## src/rtl/stream_fifo_ctrl.sv

```systemverilog
// Streaming FIFO: valid/ready write port, first-word-fall-through read port, backed by a
// single-clock RAM with a one-cycle registered read and a 2-entry output buffer.

module single_clk_mem_wrapper #(
   parameter int unsigned DATA_WIDTH = 8,
   parameter int unsigned ADDR_WIDTH = 8
) (
   input  logic                  clk,
   input  logic                  write_enable,
   input  logic [ADDR_WIDTH-1:0] write_address,
   input  logic [DATA_WIDTH-1:0] data_in,
   input  logic                  read_enable,
   input  logic [ADDR_WIDTH-1:0] read_address,
   output logic [DATA_WIDTH-1:0] data_out,
   output logic                  enable_out
);

   logic [DATA_WIDTH-1:0] mem_q [2**ADDR_WIDTH];
   logic [DATA_WIDTH-1:0] data_out_q;
   logic                  enable_out_q;

   // No reset: the controller qualifies enable_out with its own in-flight flag.
   always_ff @(posedge clk) begin
      if (write_enable) begin
         mem_q[write_address] <= data_in;
      end
      if (read_enable) begin
         data_out_q <= mem_q[read_address];
      end
      enable_out_q <= read_enable;
   end

   assign data_out   = data_out_q;
   assign enable_out = enable_out_q;

endmodule

module stream_fifo_ctrl #(
   parameter int unsigned DATA_WIDTH = 8,
   parameter int unsigned ADDR_WIDTH = 8
) (
   input  logic                  clk,
   input  logic                  reset_n,
   input  logic                  wr_valid,
   output logic                  wr_ready,
   input  logic [DATA_WIDTH-1:0] wr_data,
   output logic                  rd_valid,
   input  logic                  rd_ready,
   output logic [DATA_WIDTH-1:0] rd_data,
   output logic [ADDR_WIDTH+1:0] fifo_count
);

   localparam logic [ADDR_WIDTH:0] RamFull = {1'b1, {ADDR_WIDTH{1'b0}}};

   logic [ADDR_WIDTH-1:0] wr_ptr_q, wr_ptr_d;
   logic [ADDR_WIDTH-1:0] rd_ptr_q, rd_ptr_d;
   logic [ADDR_WIDTH:0]   ram_count_q, ram_count_d;
   logic                  inflight_q, inflight_d;
   logic [1:0]            obuf_cnt_q, obuf_cnt_d;
   logic [DATA_WIDTH-1:0] head_q, head_d;
   logic [DATA_WIDTH-1:0] skid_q, skid_d;
   logic                  wr_ready_q, wr_ready_d;
   logic                  rd_valid_q, rd_valid_d;

   logic                  push, pop, issue, ret;
   logic [2:0]            occ_after_pop;
   logic [DATA_WIDTH-1:0] mem_rdata;
   logic                  mem_rvalid;

   single_clk_mem_wrapper #(
      .DATA_WIDTH (DATA_WIDTH),
      .ADDR_WIDTH (ADDR_WIDTH)
   ) u_mem (
      .clk           (clk),
      .write_enable  (push),
      .write_address (wr_ptr_q),
      .data_in       (wr_data),
      .read_enable   (issue),
      .read_address  (rd_ptr_q),
      .data_out      (mem_rdata),
      .enable_out    (mem_rvalid)
   );

   always_comb begin
      push = wr_valid & wr_ready_q;
      pop  = rd_valid_q & rd_ready;
      // A return is only trusted when this controller issued the read before it.
      ret  = inflight_q & mem_rvalid;

      occ_after_pop = 3'(obuf_cnt_q) + 3'(inflight_q) - 3'(pop);
      issue         = (ram_count_q != '0) && (occ_after_pop < 3'd2);

      wr_ptr_d    = push  ? wr_ptr_q + ADDR_WIDTH'(1) : wr_ptr_q;
      rd_ptr_d    = issue ? rd_ptr_q + ADDR_WIDTH'(1) : rd_ptr_q;
      ram_count_d = ram_count_q + (ADDR_WIDTH+1)'(push) - (ADDR_WIDTH+1)'(issue);
      inflight_d  = issue;
      wr_ready_d  = (ram_count_d != RamFull);

      head_d     = head_q;
      skid_d     = skid_q;
      obuf_cnt_d = obuf_cnt_q;
      case ({pop, ret})
         2'b10: begin
            if (obuf_cnt_q == 2'd2) begin
               head_d = skid_q;
            end
            obuf_cnt_d = obuf_cnt_q - 2'd1;
         end
         2'b01: begin
            if (obuf_cnt_q == 2'd0) begin
               head_d = mem_rdata;
            end else begin
               skid_d = mem_rdata;
            end
            obuf_cnt_d = obuf_cnt_q + 2'd1;
         end
         2'b11: begin
            // Occupancy is unchanged; the returning word lands behind whatever remains.
            if (obuf_cnt_q == 2'd2) begin
               head_d = skid_q;
               skid_d = mem_rdata;
            end else begin
               head_d = mem_rdata;
            end
         end
         default: ;
      endcase
      rd_valid_d = (obuf_cnt_d != 2'd0);
   end

   always_ff @(posedge clk or negedge reset_n) begin
      if (!reset_n) begin
         wr_ptr_q    <= '0;
         rd_ptr_q    <= '0;
         ram_count_q <= '0;
         inflight_q  <= 1'b0;
         obuf_cnt_q  <= 2'd0;
         head_q      <= '0;
         skid_q      <= '0;
         wr_ready_q  <= 1'b0;
         rd_valid_q  <= 1'b0;
      end else begin
         wr_ptr_q    <= wr_ptr_d;
         rd_ptr_q    <= rd_ptr_d;
         ram_count_q <= ram_count_d;
         inflight_q  <= inflight_d;
         obuf_cnt_q  <= obuf_cnt_d;
         head_q      <= head_d;
         skid_q      <= skid_d;
         wr_ready_q  <= wr_ready_d;
         rd_valid_q  <= rd_valid_d;
      end
   end

   // The issue rule must keep a return from ever landing on a full output buffer.
   always @(posedge clk) begin
      if (reset_n) begin
         assert (!(ret && !pop && (obuf_cnt_q == 2'd2)));
      end
   end

   assign wr_ready   = wr_ready_q;
   assign rd_valid   = rd_valid_q;
   assign rd_data    = head_q;
   assign fifo_count = (ADDR_WIDTH+2)'(ram_count_q) + (ADDR_WIDTH+2)'(inflight_q)
                     + (ADDR_WIDTH+2)'(obuf_cnt_q);

endmodule

```

## config.mk

```make
export PLATFORM = sky130hd
export DESIGN_NAME = stream_fifo_ctrl
export DESIGN_NICKNAME = d
export VERILOG_FILES = /design/src/rtl/stream_fifo_ctrl.sv
export SDC_FILE = /design/constraint.sdc
export NUM_CORES = 2
export LEC_CHECK = 0
export ABC_AREA = 1
export ABC_CLOCK_PERIOD_IN_PS = 4900
export CAP_MARGIN = 30
export CELL_PAD_IN_SITES_DETAIL_PLACEMENT = 1
export CELL_PAD_IN_SITES_GLOBAL_PLACEMENT = 1
export CORE_MARGIN = 2
export CORE_UTILIZATION = 40
export CTS_CLUSTER_DIAMETER = 50
export DETAILED_ROUTE_END_ITERATION = 12
export PLACE_DENSITY_LB_ADDON = 0.1
export SLEW_MARGIN = 20
export SYNTH_ARGS = -nofsm -noshare
export SYNTH_HDL_FRONTEND = slang
export SYNTH_HIERARCHICAL = 1
export SYNTH_SLANG_ARGS = --single-unit
```

## constraint.sdc

```tcl
create_clock -name clk -period 4.9 [get_ports clk]
set_clock_uncertainty 0.05 [all_clocks]
set_input_delay 0.49 -clock clk [delete_from_list [all_inputs] [get_ports clk]]
set_output_delay 0.49 -clock clk [all_outputs]
set_load 0.1 [all_outputs]
```

==> results.sh <==
export IMPL_placed_cell_area_um2=89640
export IMPL_slowest_stage="clkdlybuf4s50_1"
export IMPL_r2r_setup_slack_ns=1.22
export IMPL_synthDistinctLibCells=32
export IMPL_fin_nets=7348
export IMPL_ant_nets=0
export IMPL_ff2ff_path_depth=18
export IMPL_die_h_um=468.4
export IMPL_ir_drop_uv=648.0
export IMPL_area_delta_synth_final_pct=13.95
export IMPL_ys_flop_type="edfxtp_1"
export IMPL_io_buffers=31
export IMPL_syn_nets=7354
export IMPL_arrival_ns=3.79
export IMPL_drive_gt1_share_pct=7.895
export IMPL_final_area_um2=98290
export IMPL_finalCritPeriodShare_pct=88.32
export IMPL_synthTopCellsByArea="edfxtp_1 (72%), nand3_1 (12%), nand2_1 (9.5%)"
export IMPL_reg2reg_from="rd_valid"
export IMPL_cp_required_ns=4.36
export IMPL_p_leak_nw=34.37
export IMPL_drtPass1Iterations=5
export IMPL_endpoint="fifo_count[7]"
export IMPL_synth_seq_cells=2103
export IMPL_clock_latency_ns=0.89
export IMPL_drt_iter0_drc=4778
export IMPL_mostFrequentLayoutCell="nand2_1"
export IMPL_core_area_um2=214400
export IMPL_gp_congestion=0.8092
export IMPL_row_count=170
export IMPL_p_clk_share_pct=31.6
export IMPL_htreeDepth=5
export IMPL_rsz0062_at_grt="false"
export IMPL_start_kind="register"
export IMPL_whs_ns=0.02016
export IMPL_final_cell_mix="nand2_1 (2172), edfxtp_1 (2056), nand3_1 (2043)"
export IMPL_tightest_slew_ns=1.054
export IMPL_power_internal_mw=37.35
export IMPL_relSlewSlack_pct=29.76
export IMPL_synth_avg_cell_area_um2=11.79
export IMPL_initial_core_util_pct=40.23
export IMPL_slew_violations=0
export IMPL_cpLargestDelayFamily="buffers and inverters"
export IMPL_synth_enable_flop_cells=2056
export IMPL_cap_violations=0
export IMPL_grt_max_degree=185
export IMPL_grt_pass1_vias=57950
export IMPL_syn_inst=7317
export IMPL_final_min_clock_period_ns=4.328
export IMPL_crit_type="register to primary output"
export IMPL_syn_area_um2=86250
export IMPL_hp_class="input port to register"
export IMPL_grt_remaining_overflow=0
export IMPL_finalHoldViolCount=0
export IMPL_antenna_found_initial=5
export IMPL_synth_seq_area_share_pct=72.94
export IMPL_cp_end_kind="primary output"
export IMPL_cts_sinks=2103
export IMPL_grt_pass1_wl_mm=394.8
export IMPL_grtUsageTotal_pct=24.22
export IMPL_cts_buffers=281
export IMPL_drc=0
export IMPL_async_reset_ff_share_pct=2.187
export IMPL_synth_warnings=6
export IMPL_synth_largest_area_cell="edfxtp_1"
export IMPL_hpwl_mm=151.8
export IMPL_cts_tree="yes"
export IMPL_die_area_um2=219400
export IMPL_setup_viol=0
export IMPL_drt_total_wl_mm=268.2
export IMPL_cp_cell_sequence="inv_1, fa_1, inv_1, a21oi_1, nor2_1, nand3_1, xor2_1, clkdlybuf4s50_1"
export IMPL_status="completed"
export IMPL_yosys_area_top_type_share_pct=71.58
export IMPL_power_switching_mw=23.63
export IMPL_vias=57070
export IMPL_p_per_area_nw_per_um2=620.5
export IMPL_slowest_delay_ns=1.17
export IMPL_path_depth=8
export IMPL_tns_ns=0
export IMPL_cpMostUsedCell="inv_1"
export IMPL_ctsRootBufferMaster="clkbuf_16"
export IMPL_combinationalPowerShare_pct=34.3
export IMPL_p_sw_share_pct=38.75
export IMPL_fmax_ghz=0.2311
export IMPL_dieWidth_um=468.4
export IMPL_vias_per_cell=5.519
export IMPL_wire_per_inst_um=25.94
export IMPL_critPathMaxFanout=6
export IMPL_ios=32
export IMPL_clk_pin_slew_ns=0.06
export IMPL_clock_path_buffers=4
export IMPL_rr_endpoint="wr_ready"
export IMPL_path_buf_inv=3
export IMPL_cp_startpoint="obuf_cnt_q[0]"
export IMPL_pwr_share_seq_pct=34.1
synthesized netlist by cell type (8+ instances only):
cell	instances
dfrtp_1	46
nand3_1	2043
clkbuf_1	112
buf_6	17
nand2_1	2188
buf_4	46
inv_1	82
xor2_1	18
nor2_1	309
mux2_4	8
a21oi_1	21
edfxtp_1	2056
ha_1	21
buf_1	40
buf_2	268
registers in the layout, summed over array words and instances (netlist names):
signal	count
rd_ptr_q	8
wr_ready	1
u_mem/mem_q	2048
obuf_cnt_q	2
wr_ptr_q	8
u_mem/enable_out	1
rd_data	8
skid_q	8
inflight_q	1
u_mem/data_out	8
rd_valid	1
ram_count_q	9
worst reg2reg max path, delay by kind of cell, from the launching register on:
kind,cells,cell delay [ns]
simple gates,9,1.22
compound gates,2,0.22
flops,1,0.38
buf+inv,3,0.28
fa+ha+maj,4,1.41
cells by family after synthesis:
group / Yosys count / synth area share (%)
AND/OR/NAND/NOR: 4561 / 22.89
flip-flops: 2103 / 72.94
buffers and inverters: 572 / 3.242
AO/OA/AOI/OAI: 27 / 0.1799
adder cells (fa/ha/maj): 25 / 0.3975
XOR/XNOR: 21 / 0.2132
multiplexers: 8 / 0.1393
power by group through the flow:
stage / Combinational, mW / Sequential, mW / Clock (mW)
6_report: 20.9 / 20.8 / 19.2
5_1_grt: 22.8 / 20.8 / 20.3
4_1_cts: 21.1 / 20.8 / 19.6
3_5_place_dp: 21.0 / 21.2 / 0
3_3_place_gp: 20.8 / 21.2 / 0
2_1_floorplan: 13.1 / 21.0 / 0
layer usage:
| metal | part of all wire, % | vias up | global-route usage [%] |
|---|---|---|---|
| li1 | - | 25880 | - |
| met1 | 45 | 29370 | 34.61 |
| met2 | 47 | 1401 | 39.00 |
| met3 | 4.9 | 413 | 3.122 |
| met4 | 2.6 | 0 | 6.635 |
| met5 | 0 | - | 0 |
cell type report:
| class | count | area [um^2] |
|---|---|---|
| timing repair buffer | 195 | 2265 |
| sequential | 2103 | 62930 |
| clock inverter | 121 | 1112 |
| fill | 22390 | 116100 |
| multi-input combinational | 4642 | 20580 |
| tap | 2838 | 3551 |
| clock buffer | 349 | 7466 |
| antenna | 4 | 10.01 |
| inverter | 88 | 366.6 |
what timing repair did:
action | CTS | global route
hold endpoints to repair | 49 | 0
resized for setup | 0 | 0
buffers inserted | 0 | 0
hold buffers | 2 | 0
worst min path at each step:
stage          startpoint                  end  slack, ns  depth (start not counted)
2_1_floorplan     reset_n           inflight_q       0.14                          0
3_3_place_gp    skid_q[5]            skid_q[5]       0.45                          1
3_5_place_dp    skid_q[1]            skid_q[1]       0.45                          1
4_1_cts        wr_data[2]  u_mem/mem_q[117][2]      0.003                          1
5_1_grt        wr_data[2]  u_mem/mem_q[117][2]       0.02                          1
6_report       wr_data[2]  u_mem/mem_q[117][2]       0.02                          1
metrics by stage:
step / worst slack (ns) / utilization [%] / power, mW / cells
final: 0.5724 / 45.84 / 60.98 / 10340
after global routing: 0.3721 / 45.84 / 63.95 / 10340
after CTS: 0.5107 / 45.82 / 61.58 / 10330
after detailed placement: 0.6660 / 41.81 / 42.22 / 9859
after global placement: 0.6683 / 41.78 / 41.95 / 9856
after floorplan: 0.7035 / - / 34.10 / 7317
Note: power is estimated with default switching activity, not from simulation.
